[src/rtl/btn_arb_pkg.sv]
// Shared types and constants for the button event arbiter.
package btn_arb_pkg;
  localparam int LOCKOUT_W          = 15;
  localparam int LOCKOUT_CYCLES_DEF = 20000;

  typedef enum logic {
    IDLE  = 1'b0,
    OFFER = 1'b1
  } arb_state_e;
endpackage

[src/rtl/btn_lockout.sv]
// Per-button front end: 2-flop synchronizer, rising-edge detect, and a
// lockout counter that swallows bounce edges. press_o is a one-cycle strobe.
module btn_lockout
  import btn_arb_pkg::*;
#(
  parameter int LOCKOUT_CYCLES = LOCKOUT_CYCLES_DEF
) (
  input  logic clk,
  input  logic reset,
  input  logic btn_i,
  output logic press_o
);

  logic                 sync1_q, sync2_q, prev_q, press_q;
  logic [LOCKOUT_W-1:0] cnt_q, cnt_d;
  logic                 rise;
  logic                 cnt_zero;

  assign rise     = sync2_q & ~prev_q;
  assign cnt_zero = (cnt_q == '0);
  assign press_o  = press_q;

  // Lockout counter: arm on an accepted edge, otherwise count down to zero.
  always_comb begin
    cnt_d = cnt_q;
    if (rise && cnt_zero)
      cnt_d = LOCKOUT_W'(LOCKOUT_CYCLES);
    else if (!cnt_zero)
      cnt_d = cnt_q - LOCKOUT_W'(1);
  end

  // Synchronizer, edge history, registered press strobe and counter state.
  always_ff @(posedge clk) begin
    if (reset) begin
      sync1_q <= 1'b0;
      sync2_q <= 1'b0;
      prev_q  <= 1'b0;
      press_q <= 1'b0;
      cnt_q   <= '0;
    end else begin
      sync1_q <= btn_i;
      sync2_q <= sync1_q;
      prev_q  <= sync2_q;
      press_q <= rise & cnt_zero;
      cnt_q   <= cnt_d;
    end
  end

endmodule

[src/rtl/button_event_arbiter.sv]
// Debounced push-button event arbiter: per-button lockout front ends feed a
// pending vector, served round-robin through a valid/ready event port.
// Optional sticky lost-press flag enabled by defining BTN_ARB_OVERFLOW_EN.
module button_event_arbiter
  import btn_arb_pkg::*;
#(
  parameter int NUM_BTN        = 4,
  parameter int LOCKOUT_CYCLES = LOCKOUT_CYCLES_DEF
) (
  input  logic                       clk,
  input  logic                       reset,
  input  logic [NUM_BTN-1:0]         button,
  output logic                       evt_valid,
  output logic [$clog2(NUM_BTN)-1:0] evt_id,
  input  logic                       evt_ready,
  output logic [NUM_BTN-1:0]         pending,
  output logic                       overflow
);

  localparam int IDW = $clog2(NUM_BTN);

  logic [NUM_BTN-1:0] press;
  logic [NUM_BTN-1:0] pending_q, pending_d, clr_mask;
  logic [IDW-1:0]     evt_id_q, evt_id_d;
  logic [IDW-1:0]     last_grant_q, last_grant_d;
  logic [IDW-1:0]     winner, idx;
  logic               found;
  arb_state_e         state_q, state_d;

  for (genvar g = 0; g < NUM_BTN; g++) begin : g_btn
    btn_lockout #(.LOCKOUT_CYCLES(LOCKOUT_CYCLES)) u_lock (
      .clk     (clk),
      .reset   (reset),
      .btn_i   (button[g]),
      .press_o (press[g])
    );
  end

  assign evt_valid = (state_q == OFFER);
  assign evt_id    = evt_id_q;
  assign pending   = pending_q;

  // Round-robin pick: first pending index after the last granted one.
  always_comb begin
    winner = '0;
    found  = 1'b0;
    idx    = '0;
    for (int k = 1; k <= NUM_BTN; k++) begin
      idx = IDW'((int'(last_grant_q) + k) % NUM_BTN);
      if (!found && pending_q[idx]) begin
        winner = idx;
        found  = 1'b1;
      end
    end
  end

  // Arbiter next state; a new press on the winner re-sets its pending bit.
  always_comb begin
    state_d      = state_q;
    evt_id_d     = evt_id_q;
    last_grant_d = last_grant_q;
    clr_mask     = '0;
    case (state_q)
      IDLE: begin
        if (found) begin
          evt_id_d         = winner;
          clr_mask[winner] = 1'b1;
          state_d          = OFFER;
        end
      end
      OFFER: begin
        if (evt_ready) begin
          last_grant_d = evt_id_q;
          state_d      = IDLE;
        end
      end
      default: state_d = IDLE;
    endcase
    pending_d = (pending_q & ~clr_mask) | press;
  end

  // Arbiter state registers; index 0 is served first after reset.
  always_ff @(posedge clk) begin
    if (reset) begin
      state_q      <= IDLE;
      evt_id_q     <= '0;
      last_grant_q <= IDW'(NUM_BTN - 1);
      pending_q    <= '0;
    end else begin
      state_q      <= state_d;
      evt_id_q     <= evt_id_d;
      last_grant_q <= last_grant_d;
      pending_q    <= pending_d;
    end
  end

`ifdef BTN_ARB_OVERFLOW_EN
  logic overflow_q, overflow_d;

  // A press lands on a button that still has an unserved press.
  always_comb overflow_d = overflow_q | (|(press & pending_q & ~clr_mask));

  // Sticky lost-press flag, cleared only by reset.
  always_ff @(posedge clk) begin
    if (reset) overflow_q <= 1'b0;
    else       overflow_q <= overflow_d;
  end

  assign overflow = overflow_q;
`else
  assign overflow = 1'b0;
`endif

endmodule

[config.mk]
export PLATFORM = sky130hd
export DESIGN_NAME = button_event_arbiter
export DESIGN_NICKNAME = d
export VERILOG_FILES = /design/src/rtl/btn_arb_pkg.sv /design/src/rtl/btn_lockout.sv /design/src/rtl/button_event_arbiter.sv
export SDC_FILE = /design/constraint.sdc
export NUM_CORES = 1
export LEC_CHECK = 0
export ABC_AREA = 1
export ABC_CLOCK_PERIOD_IN_PS = 4500
export CAP_MARGIN = 10
export CELL_PAD_IN_SITES_DETAIL_PLACEMENT = 0
export CELL_PAD_IN_SITES_GLOBAL_PLACEMENT = 1
export CORE_MARGIN = 2
export CORE_UTILIZATION = 48
export CTS_CLUSTER_SIZE = 24
export DETAILED_ROUTE_END_ITERATION = 10
export GPL_TIMING_DRIVEN = 0
export MAX_ROUTING_LAYER = met4
export PLACE_DENSITY_LB_ADDON = 0.1
export SYNTH_ARGS = -nofsm -noshare
export SYNTH_HDL_FRONTEND = slang
export SYNTH_SLANG_ARGS = --single-unit
[constraint.sdc]
create_clock -name clk -period 4.5 [get_ports clk]
set_input_delay 0.45 -clock clk [delete_from_list [all_inputs] [get_ports clk]]
set_output_delay 0.45 -clock clk [all_outputs]
set_load 0.1 [all_outputs]
==> out/qor_table.md <==
| Metric | Reported |
| --- | --- |
| Total of max-cap violations | 0 |
| Die outline width | 97.87 um |
| Result of the run | complete, no violations |
| Root Buffer | sky130_fd_sc_hd__clkbuf_8 |
| VDD IR-drop max | 309.6 uV |
| Number of gates given a new drive strength after cts | 0 |
| Synth unique cells | 40 |
| Gate family responsible for the most delay along the worst path | buffers and inverters |
| Mean routed wirelength per cell | 11.63 um |
| Die Ht | 97.87 um |
| Number of synthesized flops with an enable pin | 0 |
| Wire length of the first global-routing pass | 14.95 mm |
| Cells along the critical path | clkdlybuf4s50_1 |
| Worst-skew pair later-pin latency | 0.35 ns |
| CTS Hold Bufs | 0 |
| Sink Count | 85 |
| Most used flip-flop cell after synthesis | sky130_fd_sc_hd__dfxtp_1 |
| I/O pin cnt | 15 |
| Most frequent cells in the layout | sky130_fd_sc_hd__nand2_1 (101), sky130_fd_sc_hd__nor2_1 (92), sky130_fd_sc_hd__dfxtp_1 (85) |
| Number of buffers created by CTS | 9 |
| Total power divided by cell area | 720.3 nW/um2 |
| WS Path Type | reg -> out |
| Routability congestion estimate | 0.8693 |
| Deepest level of the CTS H-tree | 3 |
| Proportion of layout cells with a drive suffix above 1 | 10.05% |
| Largest net degree at the start of global routing | 14 |
| Vias in the first global route | 3383 |
| Measured slew at the worst slew-check pin | 0.9637 ns |
| Cell type of the slowest stage on the worst timing path | sky130_fd_sc_hd__clkdlybuf4s50_1 |
| Category of the worst setup path launch point | flip-flop |
| Total negative slack | 0 ns |
| YS warnings | 0 |
| Yosys reg bits | 85 |
| Buffering stage count on the worst path with inverters included | 1 |
| Area of the placeable core | 8636 um2 |
| RSZ-0062 raised after global routing | false |
| Top achievable clock speed | 413.7 MHz |
| Setup bufs post-CTS | 0 |
| Xor/xnor share of the synthesized area | 6.213% |
| Combined area of all synthesized cells | 4229 um2 |
| Setup skew after layout | 0.01702 ns |
| Commonest non-fill, non-tap cell in the layout | sky130_fd_sc_hd__nand2_1 |
| Detailed-placement wirelength estimate | 6.353 mm |
| Count of TritonRoute iterations in the first routing pass | 4 |
| Total global routing overflow | 0 |
| Area fraction in and, or, nand and nor cells after synthesis | 35.18% |
| Total number of vias | 3670 |
| DRC errors left | 0 |
| Standard cell area after detailed placement | 4484 um2 |
| Synthesized area per cell | 7.168 um2 |
| Post-route fraction of the period consumed by the critical path | 53.72% |
| Critical path data arrival time | 1.97 ns |
| Dominant combinational cell family by area after synthesis | simple AND/OR/NAND/NOR gates |
| Overall die area | 9578 um2 |
| Syn_nets | 601 |
| Initial cell density of the core | 48.97% |
| Number of antenna violations at the first check in global routing | 0 |
| Time the worst path needs with I/O delays and setup | 2.417 ns |
| Remaining antenna violation count | 0 |
| Final-report setup violation count | 0 |
| Area fraction in compound gates after synthesis | 8.343% |
| Clock tree from TritonCTS | built |
| Layout net count | 624 |
| Post-route worst hold slack | 0.4028 ns |
| Normalized max-slew margin | 35.55% |
| Via count normalized by instance count | 5.062 |
| Sequential-to-total area share from yosys stat | 40.24% |
| Gate count after technology mapping | 590 |
| Cell Rows | 34 |
| Starting DRT DRC Count | 119 |
| Largest buffer count on any clock path | 2 |
| Design Area, Final | 4683 um2 |
| Count of input and output buffers | 12 |
| Area growth from synthesis to final layout | 10.74% |
| Routed Wire Length | 8.435 mm |
| Final-report max-slew violation count | 0 |
| Fin. Hold Viols | 0 |
| Clock transition at the register clock pins on the worst setup and hold paths after CTS | 0.09 ns |
| Critical Path Fanout Max | 5 |
| Total Routing Usage GR | 19.19% |
| Share of cell area taken by muxes after synthesis | 0% |
| Static leakage | 2.151 nW |
| Worst setup EP type | output pin |
| Antenna Diode Count | 0 |
| Hold Path Class | reg -> reg |
| Proportion of register bits with asynchronous set or reset after synthesis | 0% |
| Adder and majority gate portion of the synthesized area | 1.183% |
| Critical Path RT | 4.05 ns |
| CP max stage delay | 1.18 ns |
==> area by class of cell <==
class	instances	area, um2
fill	855	3953
multi-input combinational	412	2157
sequential	85	1702
inverter	85	321.6
clock buffer	11	151.4
tap	108	135.1
timing repair buffer	12	120.1
buffer	8	48.80
clock inverter	4	47.55
==> cell families (layout without fill, tap and decap cells) <==
group / count (synthesis) / after routing
flops: 85 / 85
compound gates: 64 / 64
simple gates: 313 / 313
buf+inv: 93 / 120
fa+ha+maj: 4 / 4
other cells: 1 / 1
xor+xnor: 30 / 30
==> worst min-delay path, cell delays in order (launching register included) <==
cell and delay [ns]:
sky130_fd_sc_hd__dfxtp_1 0.30, sky130_fd_sc_hd__inv_1 0.04, sky130_fd_sc_hd__nor2_1 0.03
==> sequential cells by signal, indices dropped and copies added (netlist names) <==
| name | flops |
|---|---|
| g_btn.u_lock.cnt_q | 60 |
| g_btn.u_lock.press_o | 4 |
| g_btn.u_lock.prev_q | 4 |
| g_btn.u_lock.sync1_q | 4 |
| g_btn.u_lock.sync2_q | 4 |
| pending | 4 |
| evt_id | 2 |
| last_grant_q | 2 |
| evt_valid | 1 |
==> metrics by stage <==
stage	util, %	power [mW]	setup WS (ns)	instances
6_report	54.23	3.373	2.083	725
5_1_grt	54.23	3.701	2.016	725
4_1_cts	54.23	3.393	2.068	725
3_5_place_dp	51.93	2.834	2.448	710
3_3_place_gp	51.93	2.817	2.464	710
2_1_floorplan	-	2.517	2.394	590
==> per-layer routing <==
layer | track usage, % | routed length, um | vias to the layer above
met5 | - | 0 | -
met4 | 6.410 | 119 | 0
met3 | 2.792 | 208 | 15
met2 | 29.87 | 3702 | 55
met1 | 25.74 | 4404 | 1661
li1 | - | - | 1939
==> cell usage after synthesis (2+ instances only) <==
| master | n | area [um2] |
|---|---|---|
| sky130_fd_sc_hd__nand2_4 | 4 | 45.04 |
| sky130_fd_sc_hd__nand2_1 | 101 | 379.1 |
| sky130_fd_sc_hd__nand3_1 | 25 | 125.1 |
| sky130_fd_sc_hd__ha_1 | 4 | 50.05 |
| sky130_fd_sc_hd__a211oi_1 | 3 | 22.52 |
| sky130_fd_sc_hd__nor3_1 | 31 | 155.2 |
| sky130_fd_sc_hd__inv_2 | 4 | 15.01 |
| sky130_fd_sc_hd__o211ai_1 | 3 | 22.52 |
| sky130_fd_sc_hd__nand4_1 | 15 | 93.84 |
| sky130_fd_sc_hd__nand3_2 | 2 | 20.02 |
| sky130_fd_sc_hd__xor2_1 | 17 | 148.9 |
| sky130_fd_sc_hd__or2_2 | 6 | 37.54 |
| sky130_fd_sc_hd__buf_6 | 2 | 22.52 |
| sky130_fd_sc_hd__xnor2_1 | 13 | 113.9 |
| sky130_fd_sc_hd__nor2_1 | 92 | 345.3 |
| sky130_fd_sc_hd__o21ai_0 | 9 | 45.04 |
| sky130_fd_sc_hd__nand2_2 | 18 | 112.6 |
| sky130_fd_sc_hd__clkbuf_1 | 4 | 15.01 |
| sky130_fd_sc_hd__nand3b_1 | 4 | 30.03 |
| sky130_fd_sc_hd__dfxtp_1 | 85 | 1702 |
| sky130_fd_sc_hd__a21oi_2 | 2 | 17.52 |
| sky130_fd_sc_hd__a21oi_1 | 43 | 215.2 |
| sky130_fd_sc_hd__inv_1 | 79 | 296.5 |
| sky130_fd_sc_hd__nor4_1 | 8 | 50.05 |
==> path summary, 6_finish.rpt <==
path	start	end	slack [ns]	cells after the start
min reg2reg	g_btn[0].u_lock.sync1_q	g_btn[0].u_lock.sync2_q	0.40	2
max	pending[1]	pending[1]	2.08	1
min	g_btn[0].u_lock.sync1_q	g_btn[0].u_lock.sync2_q	0.40	2
max reg2reg	g_btn[3].u_lock.cnt_q[0]	g_btn[3].u_lock.cnt_q[13]	2.46	9
==> report_power, final <==
| group | switching [mW] | internal [mW] | leakage [nW] |
|---|---|---|---|
| registers | 0.201 | 0.955 | 0.697 |
| clock network | 0.267 | 0.282 | 0.101 |
| logic | 1.02 | 0.648 | 1.35 |
Power figures use the tool's default switching activity.
